[src/rtl/fb_swap_ctrl.sv]
// Double-buffered frame buffer controller: PPU raster writes go to the back buffer,
// display reads come from the front buffer, and the two swap on vsync once a back frame is complete.
module fb_swap_ctrl #(
  parameter int H_PIX     = 160,
  parameter int V_PIX     = 144,
  parameter int BUF_WORDS = H_PIX * V_PIX
) (
  input  logic        clk,
  input  logic        rst_n,
  input  logic        pix_valid_in,
  input  logic        pix_sof_in,
  input  logic [14:0] pix_data_in,
  output logic        pix_ready_out,
  input  logic        rd_req_in,
  input  logic [7:0]  rd_x_in,
  input  logic [7:0]  rd_y_in,
  output logic        rd_valid_out,
  output logic [14:0] rd_data_out,
  input  logic        vsync_in,
  output logic        swap_out,
  output logic        front_sel_out,
  output logic        fb_ena,
  output logic        fb_wea,
  output logic [15:0] fb_addra,
  output logic [14:0] fb_dina,
  output logic        fb_enb,
  output logic        fb_web,
  output logic [15:0] fb_addrb,
  input  logic [14:0] fb_doutb
);

  typedef enum logic {FILL = 1'b0, WAIT_SWAP = 1'b1} state_t;

  localparam logic [15:0] BUF_BASE  = 16'(BUF_WORDS);
  localparam logic [15:0] LAST_OFFS = 16'(BUF_WORDS - 1);
  localparam logic [15:0] H_LIM     = 16'(H_PIX);
  localparam logic [15:0] V_LIM     = 16'(V_PIX);

  state_t      state_reg;
  logic [15:0] wr_cnt_reg;
  logic        front_sel_reg;
  logic        rd_req1_reg;
  logic        rd_inr1_reg;
  logic        rd_inr2_reg;

  logic        accept;
  logic [15:0] offset;
  logic [15:0] back_base;
  logic [15:0] front_base;
  logic [15:0] x16;
  logic [15:0] y16;
  logic [15:0] rd_addr;
  logic        rd_in_range;
  logic        rd_hit;

  always_comb begin
    accept      = pix_valid_in && (state_reg == FILL);
    offset      = pix_sof_in ? 16'd0 : wr_cnt_reg;
    back_base   = front_sel_reg ? 16'd0 : BUF_BASE;
    front_base  = front_sel_reg ? BUF_BASE : 16'd0;
    x16         = {8'd0, rd_x_in};
    y16         = {8'd0, rd_y_in};
    // y*160 built from shifts; the front buffer tops out at address 46079
    rd_addr     = front_base + (y16 << 7) + (y16 << 5) + x16;
    rd_in_range = (x16 < H_LIM) && (y16 < V_LIM);
    rd_hit      = rd_req_in && rd_in_range;
  end

  assign pix_ready_out = (state_reg == FILL);
  assign front_sel_out = front_sel_reg;
  assign fb_web        = 1'b0;
  assign rd_data_out   = rd_inr2_reg ? fb_doutb : 15'd0;

  always_ff @(posedge clk) begin
    if (!rst_n) begin
      state_reg     <= FILL;
      wr_cnt_reg    <= 16'd0;
      front_sel_reg <= 1'b0;
      swap_out      <= 1'b0;
      fb_ena        <= 1'b0;
      fb_wea        <= 1'b0;
      fb_addra      <= 16'd0;
      fb_dina       <= 15'd0;
      fb_enb        <= 1'b0;
      fb_addrb      <= 16'd0;
      rd_req1_reg   <= 1'b0;
      rd_inr1_reg   <= 1'b0;
      rd_inr2_reg   <= 1'b0;
      rd_valid_out  <= 1'b0;
    end else begin
      fb_ena   <= accept;
      fb_wea   <= accept;
      fb_addra <= accept ? (back_base + offset) : 16'd0;
      fb_dina  <= accept ? pix_data_in : 15'd0;
      swap_out <= 1'b0;

      case (state_reg)
        FILL: begin
          if (accept) begin
            if (offset == LAST_OFFS) begin
              wr_cnt_reg <= 16'd0;
              state_reg  <= WAIT_SWAP;
            end else begin
              wr_cnt_reg <= offset + 16'd1;
            end
          end
        end
        WAIT_SWAP: begin
          if (vsync_in) begin
            front_sel_reg <= ~front_sel_reg;
            swap_out      <= 1'b1;
            state_reg     <= FILL;
          end
        end
      endcase

      // Out-of-range requests still travel the pipeline so every request gets a response
      fb_enb       <= rd_hit;
      fb_addrb     <= rd_hit ? rd_addr : 16'd0;
      rd_req1_reg  <= rd_req_in;
      rd_inr1_reg  <= rd_hit;
      rd_valid_out <= rd_req1_reg;
      rd_inr2_reg  <= rd_inr1_reg;
    end
  end

endmodule

[config.mk]
export PLATFORM = sky130hd
export DESIGN_NAME = fb_swap_ctrl
export DESIGN_NICKNAME = d
export VERILOG_FILES = /design/src/rtl/fb_swap_ctrl.sv
export SDC_FILE = /design/constraint.sdc
export NUM_CORES = 1
export LEC_CHECK = 0
export CORE_MARGIN = 2
export CORE_UTILIZATION = 35
export DETAILED_ROUTE_END_ITERATION = 8
export PLACE_DENSITY = 0.68
export REMOVE_ABC_BUFFERS = 1
export SLEW_MARGIN = 20
export SYNTH_ARGS = -nofsm -noshare
export SYNTH_HDL_FRONTEND = slang
export SYNTH_SLANG_ARGS = --single-unit
[constraint.sdc]
create_clock -name clk -period 2.5 [get_ports clk]
set_input_delay 0.5 -clock clk [delete_from_list [all_inputs] [get_ports clk]]
set_output_delay 0.5 -clock clk [all_outputs]
set_load 0.1 [all_outputs]
==> results.txt, run 1 <==
The path class of the tightest hold or removal check is flop to flop. The cell with the largest stage delay on the worst path was fa_1. In this design, the stage delay of the slowest critical-path cell is 500 ps.

The layout net count was 591. Once the floorplan was initialized, standard cells occupied 35.8% of the core. The root buffer cell chosen for the clock tree is clkbuf_8. The y dimension of the die is 101 um, and the detailed-routing iteration count for the pre-antenna-repair pass is 4. In the final timing run, aggregate negative setup slack is 0 ps.

Fill cells in the final layout number 810. At the end of routability-driven placement, the weighted congestion stood at 0.850. The total overflow reported by the global router was 0. The cell taking the most area after synthesis is dfxtp_1. TritonCTS built the clock tree.

In this run, synthesis inferred 0 flip-flops with an integrated enable. Once layout is done, the placed cells without fillers occupy 5190 um^2. The via count of the first global-routing pass is 3067, and the CTS sink count is 71. The average instance in the mapped netlist occupies 9.20 um^2. The initial antenna violation count was 0.

The number of rows in the core area is 35. The mapped netlist covers 3290 um^2. Data on the critical path arrives at its endpoint at 2700 ps. The global-route wire length before repair is 13.9 mm, and the power density over the cells is 549 nW/um^2. For the cell count after synthesis, the log shows 358.

The tools report the count of endpoints failing hold in the final timing report as 0. The number of levels in the clock H-tree is 3. Fraction of the cycle the final worst path needs: 97.6%. For this design, the CTS-stage hold fixing added 0 buffers.

For this run, the total global-route usage over all layers was measured as 17.1%. The run gives 8.67 mm as the total wire length after detailed routing. Using the TritonRoute via totals, the vias-per-cell ratio works out to 4.94.

The run gives 0 as the final number of setup-violating endpoints. The setup path with the least slack is of type primary input to flop. The worst-path maximum fanout is 3, and the time the final worst path needs with I/O delays and setup is 2440 ps. Counting instances in the post-synthesis netlist gives the leading cell types as dfxtp_1, and2_1, nor2_1.

The data required time of the worst path is 2770 ps, and the number of remaining DRC errors is 0. Total number of yosys warnings: 0. At the later pin of the worst-skew pair, clock insertion delay measures 340 ps. TritonCTS created 9 clock buffers. Detailed placement ended at an HPWL of 6.58 mm. 122 I/O pins were placed. The achievable clock frequency came out at 0.410 GHz.

The reported max-cap violation count was 0. Across the routed clock network, the largest skew measured is 13.4 ps. The number of diodes added for antenna fixing is 0, and the count of input and output buffers is 120. Area share of the largest cell type after synthesis: 43.1%.

Once detail routing completed, the nets flagged for antenna violations numbered 0. Tracing the worst setup path back leads to its startpoint at rd_y_in[6]. Cell total after placement: 614. The leading cell type by number of instances after synthesis is dfxtp_1. The first routing iteration left 115 violations. Power comes to 0.00285 W. The number of pins exceeding their max-slew limit in the final report came out at 0. The tools report the sequential share of the synthesized area as 43.1%.

The average wire length per cell after detail routing came out at 13.7 um. By area the synthesized netlist is led by dfxtp_1, ha_1, and2_1. The flow ran to the end, and the final reports show no timing, DRC or antenna violations.

The netlist uses 48 different library cells. Startpoint class of the critical path: a primary input. The run gives 10200 um^2 as the area enclosed by the die boundary. Summing all placed instances gives a cell area of 4890 um^2. The reg-to-reg startpoint was front_sel_out.

The largest vdd supply drop was 0.401 mV; the share of layout cells above drive strength 1 was 28.8%. The run gives 3114 as the count of vias placed by the detailed router. In this run, synthesis produced a sequential element count of 71. Walking the worst path, the cells encountered are clkdlybuf4s50_1, inv_1, fa_1, inv_1, ha_2, or3_4, o221a_4, o21a_1, nor3_1. The finished layout holds 631 standard cells, fillers aside. Clock-pin slew was measured on the worst setup and hold paths at 80 ps.

Measured along the x axis, the die boundary spans 101 um. The tools report the pin count of the biggest net entering global routing as 23. In the synthesized netlist the async set-or-reset flop fraction comes to 0%. The origin of the worst min-delay path is rd_req1_reg. The tools report the endpoint type of the worst setup path as a flop. Counting stages on the worst path, the most repeated cell is inv_1.

Summed over all cells, the static leakage comes to 2.38 nW. The region available for standard cell placement spans 9200 um^2. Counting along the longest clock path gives a buffer depth of 2. From synthesis to final layout, the design area changed by 57.7%.

In the synthesized netlist the dominant register cell turns out to be dfxtp_1.
[per-layer routing]
| layer | share of wire (%) | GRT usage, % | up-vias |
|---|---|---|---|
| li1 | - | - | 1563 |
| met1 | 42 | 19.6 | 1415 |
| met2 | 49 | 30.2 | 123 |
| met3 | 7.3 | 4.37 | 13 |
| met4 | 2.2 | 6.96 | 0 |
| met5 | 0 | 0 | - |
[cell usage in the layout, fill, tap and decap left out, drive strengths merged, types with 9 or more instances in the layout]
cell type,synthesis,final
a21oi,9,9
and2,34,34
and3,20,20
buf,4,113
clkbuf,14,9
clkdlybuf4s50,0,47
dfxtp,71,71
ha,19,19
inv,19,22
nand2,16,16
nand3,13,13
nor2,25,25
nor2b,10,10
nor3,10,10
o21ai,13,13
[worst paths after layout]
kind	endpoint	slack (ps)	cells after the start
worst min-delay path	rd_valid_out	440	1
worst max-delay path	fb_addrb[14]	60	9
worst min register to register	rd_valid_out	440	1
worst max register to register	fb_addrb[14]	350	8
[kinds of logic (layout without fill, tap and decap cells)]
| logic type | after synthesis | in the layout | synth area share, % |
|---|---|---|---|
| AND/OR/NAND/NOR | 158 | 158 | 28.1 |
| XOR/XNOR | 8 | 8 | 2.13 |
| multiplexers | 1 | 1 | 0.304 |
| flip-flops | 71 | 71 | 43.1 |
| AO/OA/AOI/OAI | 58 | 58 | 11.4 |
| buffers and inverters | 37 | 199 | 4.52 |
| adder cells (fa/ha/maj) | 24 | 24 | 10.3 |
| other | 1 | 1 | 0.114 |
[layout make-up]
cell class                 count  area, um^2  share of cell area, %
inverter                      19        71.3                   1.37
timing repair buffer         164        1550                   29.8
tap                          111         139                   2.67
clock buffer                   9         124                   2.38
clock inverter                 7         103                   1.98
multi-input combinational    250        1790                   34.5
sequential                    71        1420                   27.4
[critical path, delay by kind of cell]
kind	cells	cell delay (ps)
AO/OA/AOI/OAI	2	390
adder cells (fa/ha/maj)	2	690
AND/OR/NAND/NOR	2	540
buffers and inverters	3	580
[per-stage QoR]
step / hold slack, ps / setup WS [ps] / util [%]
4_1_cts: 438 / 4.46 / 56.1
6_report: 436 / 60.8 / 56.5
3_3_place_gp: 418 / -484 / 53.2
5_1_grt: 460 / -14.9 / 56.5
2_1_floorplan: 412 / -600 / -
3_5_place_dp: 419 / -517 / 53.2
[report_power, final]
group          total [W]  switching [W]  internal (W)  leakage, nW
registers        0.00117      0.0000102       0.00116        0.577
logic           0.000636       0.000384      0.000252         1.69
clock network    0.00105       0.000472      0.000574        0.111
total            0.00285       0.000865       0.00198         2.38
[what timing repair did]
action | CTS | global route
gates resized for setup | 11 | 9
setup endpoints to repair | 5 | 5
setup buffers | 1 | 0
pin swaps | 11 | 9
(Power assumes the default switching activity.)
==> run 2, diff against run 1 <==
==> constraint.sdc (replaced) <==
create_clock -name clk -period 1.99 [get_ports clk]
set_input_delay 0.398 -clock clk [delete_from_list [all_inputs] [get_ports clk]]
set_output_delay 0.398 -clock clk [all_outputs]
set_load 0.1 [all_outputs]
==> run 2 against run 1 <==
Net effect: wire length is 9.7% higher; sequential power up 26%; via count is 4.4% higher; design area is 5.2% higher; the flow now finishes with violations (negative setup slack); combinational power up 34%; highest routed layer unchanged.
==> results.txt, run 2 (synthesis results as in run 1) <==
The count of endpoints failing hold in the final timing report came out at 0 (unchanged). The cell leakage power is 2.50 nW (was 2.38 nW). The most common cell after layout, fill and taps aside is buf_4 (unchanged). The run gives 5460 um^2 (was 5190 um^2) as the cell area after layout. The worst-path maximum fanout is 3 (unchanged). The count of hold buffers inserted by post-cts repair is 0 (unchanged), and the fraction of the cycle the final worst path needs is 106%. Most used cells in the layout excluding fill and tap cells: buf_4, dfxtp_1, clkdlybuf4s50_1, and2_1, nor2_1 (unchanged). For the routing usage on met3, the log shows 5.06% (was 4.37%). The average wire length per cell after detail routing came out at 14.6 um (was 13.7 um). The run gives -120 ps (was 350 ps) as the slack of the worst reg-to-reg path. The final number of setup-violating endpoints was 5 (was 0); the horizontal die dimension was 101 um (unchanged).

The antenna violation net count after detailed routing was 0 (unchanged); the placed instance area was 5040 um^2 (was 4890 um^2). CTS sink count: 71 (unchanged). The final reports fail on negative setup slack.

The number of levels in the clock H-tree is 3 (unchanged). Timing would allow up to 0.473 GHz. The run gives 3250 (was 3114) as the count of vias placed by the detailed router. The logs give 15.0 mm (was 13.9 mm) for the global-route wire length before repair and 2240 ps (was 2770 ps) for the data required time of the worst path. The flow ran to the end, but the final reports show violations. TritonCTS built the clock tree. The total overflow reported by the global router is 0 (unchanged), and the detailed-routing iteration count for the pre-antenna-repair pass is 5 (was 4). The final critical-path setup slack was -123 ps (was 60.8 ps). The area enclosed by the die boundary is 10200 um^2 (unchanged), and the number of remaining DRC errors is 0 (unchanged).

Root buffer cell: clkbuf_8 (unchanged). The area overhead of the layout relative to synthesis was 65.9% (was 57.7%). The y dimension of the die was 101 um (unchanged); the register area was 1420 um^2 (about the same).

The tools report the largest vdd supply drop as 0.306 mV (was 0.401 mV). The endpoint type of the worst setup path was a flop (unchanged). The data arrival time of the critical path came out at 2360 ps (was 2700 ps).

Met1 usage in global routing: 20.6% (was 19.6%). The overall power of the completed layout came out at 0.00365 W (was 0.00285 W). The HPWL after detailed placement is 7.09 mm (was 6.58 mm), and the time the final worst path needs with I/O delays and setup is 2110 ps. The met2 track demand over resource in global routing was 33.8% (was 30.2%); the count of input and output buffers was 120 (unchanged). The tools report the clock network latency to the later pin of the worst-skew pair as 360 ps (was 340 ps). The kind of path behind the tightest hold check is primary input to flop (was flop to flop). The number of buffers inserted during clock tree synthesis is 9 (unchanged), and the CTS clock-pin slew for the worst setup and hold paths is 80 ps (about the same). The weighted congestion reported at the end of routability-driven placement is 0.818 (was 0.850). Power density over the cells: 668 nW/um^2 (was 549 nW/um^2). The reported max-cap violation count is 0 (unchanged). The area inside the core boundary was 9200 um^2 (unchanged); the final worst hold slack was 383 ps (was 436 ps).

The initial DRC count was 182 (was 115). Number of pins exceeding their max-slew limit in the final report: 0 (unchanged). The largest clock skew in the final design is 10.5 ps (was 13.4 ps), and the detail-routed via count per cell is 4.98 (was 4.94).

The via count of the first global-routing pass came out at 3152 (was 3067). The peak-usage layer in the global routing report is met2 (unchanged). Type of the setup path with the least slack: primary input to flop (unchanged). The layout net count is 612 (was 591). The run gives 756 (was 810) as the fill cell total of the finished layout. The effective utilization at floorplan was 35.8% (unchanged); the number of rows in the core area was 35 (unchanged). For the I/O pin total, the log shows 122 (unchanged).

Setup repair after global routing could not meet its margin everywhere. The tools report the initial antenna violation count as 0 (unchanged). The global-route usage over all layers is 18.8% (was 17.1%), and the final core utilization is 59.4% (was 56.5%). The pin count of the biggest net entering global routing is 16 (was 23). The share of layout cells above drive strength 1 works out to 35.3% (was 28.8%). The number of diodes added for antenna fixing was 0 (unchanged). The total wire length after detailed routing was 9.51 mm (was 8.67 mm); the area of combinational cells with multiple inputs was 1890 um^2 (was 1790 um^2). The run gives 2 (unchanged) as the deepest clock path buffer count.

Startpoint class of the critical path: a primary input (unchanged).
[run 2: cell types whose count changed in the layout (fill, tap and decap cells not counted), moves of 2 or more]
cell / delta
buf_4: +16
clkdlybuf4s50_1: -8
ha_1: -6
ha_4: +5
dlygate4sd2_1: +4
inv_1: -4
inv_2: +4
buf_6: +3
buf_12: +2
clkbuf_2: +2
nor3_1: -2
nor3_2: +2
[run 2: final cells by class]
class | instances | area share, %
inverters | 19 | 1.31
repair buffers | 185 | 31.5
clock inverters | 7 | 1.88
well taps | 111 | 2.54
clock buffers | 9 | 2.27
flip-flops and latches | 71 | 26.0
multi-input cells | 250 | 34.5
[run 2: critical path: stages]
cell and delay (ps):
clkdlybuf4s15_1 270, ha_4 320, ha_2 190, inv_2 50, fa_2 400, nor2b_2 140, o31a_1 200, o21a_1 190
o21a_1 160, nor3_2 50
[run 2: report_power, final]
part	switching (W)	internal [W]
Combinational	0.000509	0.000342
Clock	0.000610	0.000721
Sequential	0.0000134	0.00145
Total	0.00113	0.00252
[run 2: what timing repair did]
item                                    4_1_cts  5_1_grt
pin swaps                                    18       18
resized for setup                            42       18
endpoints found under the setup margin       23       16
setup buffers                                 6        1
[run 2: worst paths after layout]
| path | endpoint | startpoint | depth (start not counted) |
|---|---|---|---|
| setup reg to reg | fb_addrb[14] | front_sel_out | 9 |
| hold / removal | fb_addrb[5] | rd_y_in[0] | 3 |
| hold reg to reg | rd_valid_out | rd_req1_reg | 1 |
| setup / recovery | fb_addrb[12] | rd_y_in[1] | 10 |
[run 2: per-layer routing]
layer | part of all wire (%) | vias to the layer above
met3 | 7.4 | 18
li1 | - | 1602
met4 | 2.5 | 0
met1 | 39 | 1494
met5 | 0 | -
met2 | 51 | 136
[run 2: per-stage QoR]
step / std cells / setup TNS [ps] / setup WS [ps]
2_1_floorplan: 340 / -8920 / -1110
3_3_place_gp: 630 / -14020 / -888
3_5_place_dp: 630 / -14860 / -929
4_1_cts: 652 / -366 / -129
5_1_grt: 652 / -910 / -237
6_report: 652 / -353 / -123
==> run 3, diff against run 2 <==
--- a/config.mk
+++ b/config.mk
@@ -7,10 +7,11 @@
 export LEC_CHECK = 0
 export CORE_MARGIN = 2
 export CORE_UTILIZATION = 35
+export CTS_BUF_LIST = sky130_fd_sc_hd__clkbuf_8
 export DETAILED_ROUTE_END_ITERATION = 8
 export PLACE_DENSITY = 0.68
 export REMOVE_ABC_BUFFERS = 1
-export SLEW_MARGIN = 20
+export SLEW_MARGIN = 25
 export SYNTH_ARGS = -nofsm -noshare
 export SYNTH_HDL_FRONTEND = slang
 export SYNTH_SLANG_ARGS = --single-unit
==> constraint.sdc (replaced) <==
create_clock -name clk -period 1.99 [get_ports clk]
set_input_delay 0.199 -clock clk [delete_from_list [all_inputs] [get_ports clk]]
set_output_delay 0.199 -clock clk [all_outputs]
set_load 0.1 [all_outputs]
==> run 3 against run 2 <==
Net effect: the run still ends with negative setup slack left; combinational power is 4.4% lower; hold slack got worse by 51 ps; non-clock buffer count fell by 14; die area unchanged; clock skew rose by 1.3 ps; cell count down 2.1%; critical path type is now flop to flop; largest cell class unchanged; highest routed layer unchanged.
==> results.txt, run 3 (synthesis results as in run 1) <==
The run gives 56.9% (was 59.4%) as the final core utilization. The CTS clock-pin slew for the worst setup and hold paths was 90 ps (was 80 ps). The number of buffers inserted during clock tree synthesis came out at 9 (unchanged).

The tools report the initial antenna violation count as 0 (unchanged). The area of combinational cells with multiple inputs came out at 1820 um^2 (was 1890 um^2). The share of layout cells above drive strength 1 was 30.9% (was 35.3%); the initial DRC count was 143 (was 182).

The cell leakage power is 2.39 nW (was 2.50 nW). Violated checks: negative setup slack (unchanged). The count of endpoints failing hold in the final timing report came out at 0 (unchanged).

The logs give 350 ps (was 360 ps) for the clock network latency to the later pin of the worst-skew pair and 4 (was 5) for the final number of setup-violating endpoints. The area inside the core boundary came out at 9200 um^2 (unchanged). For the overall power of the completed layout, the log shows 0.00337 W (was 0.00365 W). The effective utilization at floorplan came out at 35.8% (unchanged). The power density over the cells is 643 nW/um^2 (was 668 nW/um^2).

For the final critical-path setup slack, the log shows -112 ps (was -123 ps). The pin count of the biggest net entering global routing is 19 (was 16), and the detail-routed via count per cell is 4.99 (was 4.98). The area enclosed by the die boundary is 10200 um^2 (unchanged), and the count of hold buffers inserted by post-cts repair is 0 (unchanged). For the largest vdd supply drop, the log shows 0.263 mV (was 0.306 mV). The fill cell total of the finished layout came out at 817 (was 756). The worst-path maximum fanout came out at 3 (unchanged). The global-route usage over all layers is 17.5% (was 18.8%), and the I/O pin total is 122 (unchanged). The global-route wire length before repair was 14.0 mm (was 15.0 mm). For the total negative slack, the log shows -216 ps (was -353 ps). The type of the setup path with the least slack was flop to flop (was primary input to flop). The met2 track demand over resource in global routing is 30.6% (was 33.8%), and the horizontal die dimension is 101 um (unchanged). The run gives 4 (was 5) as the detailed-routing iteration count for the pre-antenna-repair pass.

The CTS sink count came out at 71 (unchanged). The tools report the deepest clock path buffer count as 2 (unchanged). The run finished, with violations left.

For the number of levels in the clock H-tree, the log shows 3 (unchanged). Area overhead of the layout relative to synthesis: 58.9% (was 65.9%). Y dimension of the die: 101 um (unchanged). Startpoint class of the critical path: a flop (was a primary input). For the HPWL after detailed placement, the log shows 6.94 mm (was 7.09 mm).

The logs give 3.81% (was 5.06%) for the routing usage on met3 and 0 (unchanged) for the number of remaining DRC errors. The tools report the largest clock skew in the final design as 11.8 ps (was 10.5 ps). Reported max-cap violation count: 0 (unchanged). The achievable clock frequency is 0.476 GHz (was 0.473 GHz). Setup repair after global routing could not meet its margin everywhere.

The number of rows in the core area is 35 (unchanged), and the data arrival time of the critical path is 2390 ps (was 2360 ps). Most common cell after layout, fill and taps aside: buf_4 (unchanged). The count of input and output buffers is 120 (unchanged), and the data required time of the worst path is 2280 ps (was 2240 ps). The met1 usage in global routing was 19.8% (was 20.6%); the average wire length per cell after detail routing was 14.0 um (was 14.6 um). The run gives 1420 um^2 (unchanged) as the register area. The post-place setup slack is -772 ps (was -929 ps), and the layout net count is 598 (was 612).

Endpoint type of the worst setup path: a flop (unchanged). The time the final worst path needs with I/O delays and setup is 2100 ps (was 2110 ps). The run gives 0 (unchanged) as the number of pins exceeding their max-slew limit in the final report. The peak-usage layer in the global routing report is met2 (unchanged). The tools report the antenna violation net count after detailed routing as 0 (unchanged). For the count of vias placed by the detailed router, the log shows 3183 (was 3250). The logs give 0 (unchanged) for the number of diodes added for antenna fixing and 8.94 mm (was 9.51 mm) for the total wire length after detailed routing. Most used cells in the layout excluding fill and tap cells: buf_4, dfxtp_1, clkdlybuf4s50_1, and2_1, nor2_1 (unchanged). TritonCTS built the clock tree. The run gives 0.840 (was 0.818) as the weighted congestion reported at the end of routability-driven placement.

Total overflow reported by the global router: 0 (unchanged). The kind of path behind the tightest hold check was primary input to flop (unchanged). The fraction of the cycle the final worst path needs is 106% (about the same). For the via count of the first global-routing pass, the log shows 3032 (was 3152).

Root buffer cell: clkbuf_8 (unchanged).
run 3: cell count changes in the layout (fill, tap and decap cells not counted), moves of 3 or more:
cell	delta
inv_1	+3
ha_4	-4
inv_2	-3
buf_4	-10
clkdlybuf4s50_1	+7
ha_1	+5
run 3: worst max-delay path, cell delays in order, from the launching register on:
cell and delay (ps):
dfxtp_2 330, buf_4 150, fa_1 500, ha_4 190
or3_4 400, o221a_4 230, o21a_1 170, nor3_2 90
run 3: worst paths after layout:
path,startpoint,endpoint,slack [ps],cells after the start
max,front_sel_out,fb_addrb[14],-110,7
min,rd_y_in[0],fb_addrb[5],330,3
max reg2reg,front_sel_out,fb_addrb[14],-110,7
min reg2reg,rd_req1_reg,rd_valid_out,440,1
run 3: cell type report:
class                           count  share of cell area, %
Timing Repair Buffer              171                   30.5
Multi-Input combinational cell    250                   34.8
Sequential cell                    71                   27.2
Inverter                           19                   1.36
Tap cell                          111                   2.65
Clock inverter                      7                   1.17
Clock buffer                        9                   2.37
run 3: power by group:
| part | switching, W | internal, W | total, W |
|---|---|---|---|
| combinational | 0.000492 | 0.000321 | 0.000813 |
| sequential | 0.0000129 | 0.00145 | 0.00147 |
| clock | 0.000614 | 0.000475 | 0.00109 |
| total | 0.00112 | 0.00225 | 0.00337 |
run 3: routing by layer:
metal | routed length [um] | share of wire [%] | vias up
met2 | 4360 | 49 | 137
li1 | - | - | 1572
met4 | 251 | 2.8 | 0
met5 | 0 | 0 | -
met3 | 690 | 7.7 | 20
met1 | 3640 | 41 | 1454
run 3: timing repair:
| action | CTS | global route |
|---|---|---|
| gates resized for setup | 21 | 9 |
| gates cloned | 0 | 0 |
| pin swaps | 10 | 10 |
| setup endpoints to repair | 8 | 7 |
| buffers inserted | 1 | 1 |
run 3: metrics by stage:
| stage | hold WS [ps] | std cells | cell area, um^2 |
|---|---|---|---|
| 2_1_floorplan | 321 | 340 | 3220 |
| 3_3_place_gp | 419 | 620 | 4940 |
| 3_5_place_dp | 425 | 620 | 4940 |
| 4_1_cts | 326 | 637 | 5180 |
| 5_1_grt | 346 | 638 | 5240 |
| 6_report | 332 | 638 | 5240 |
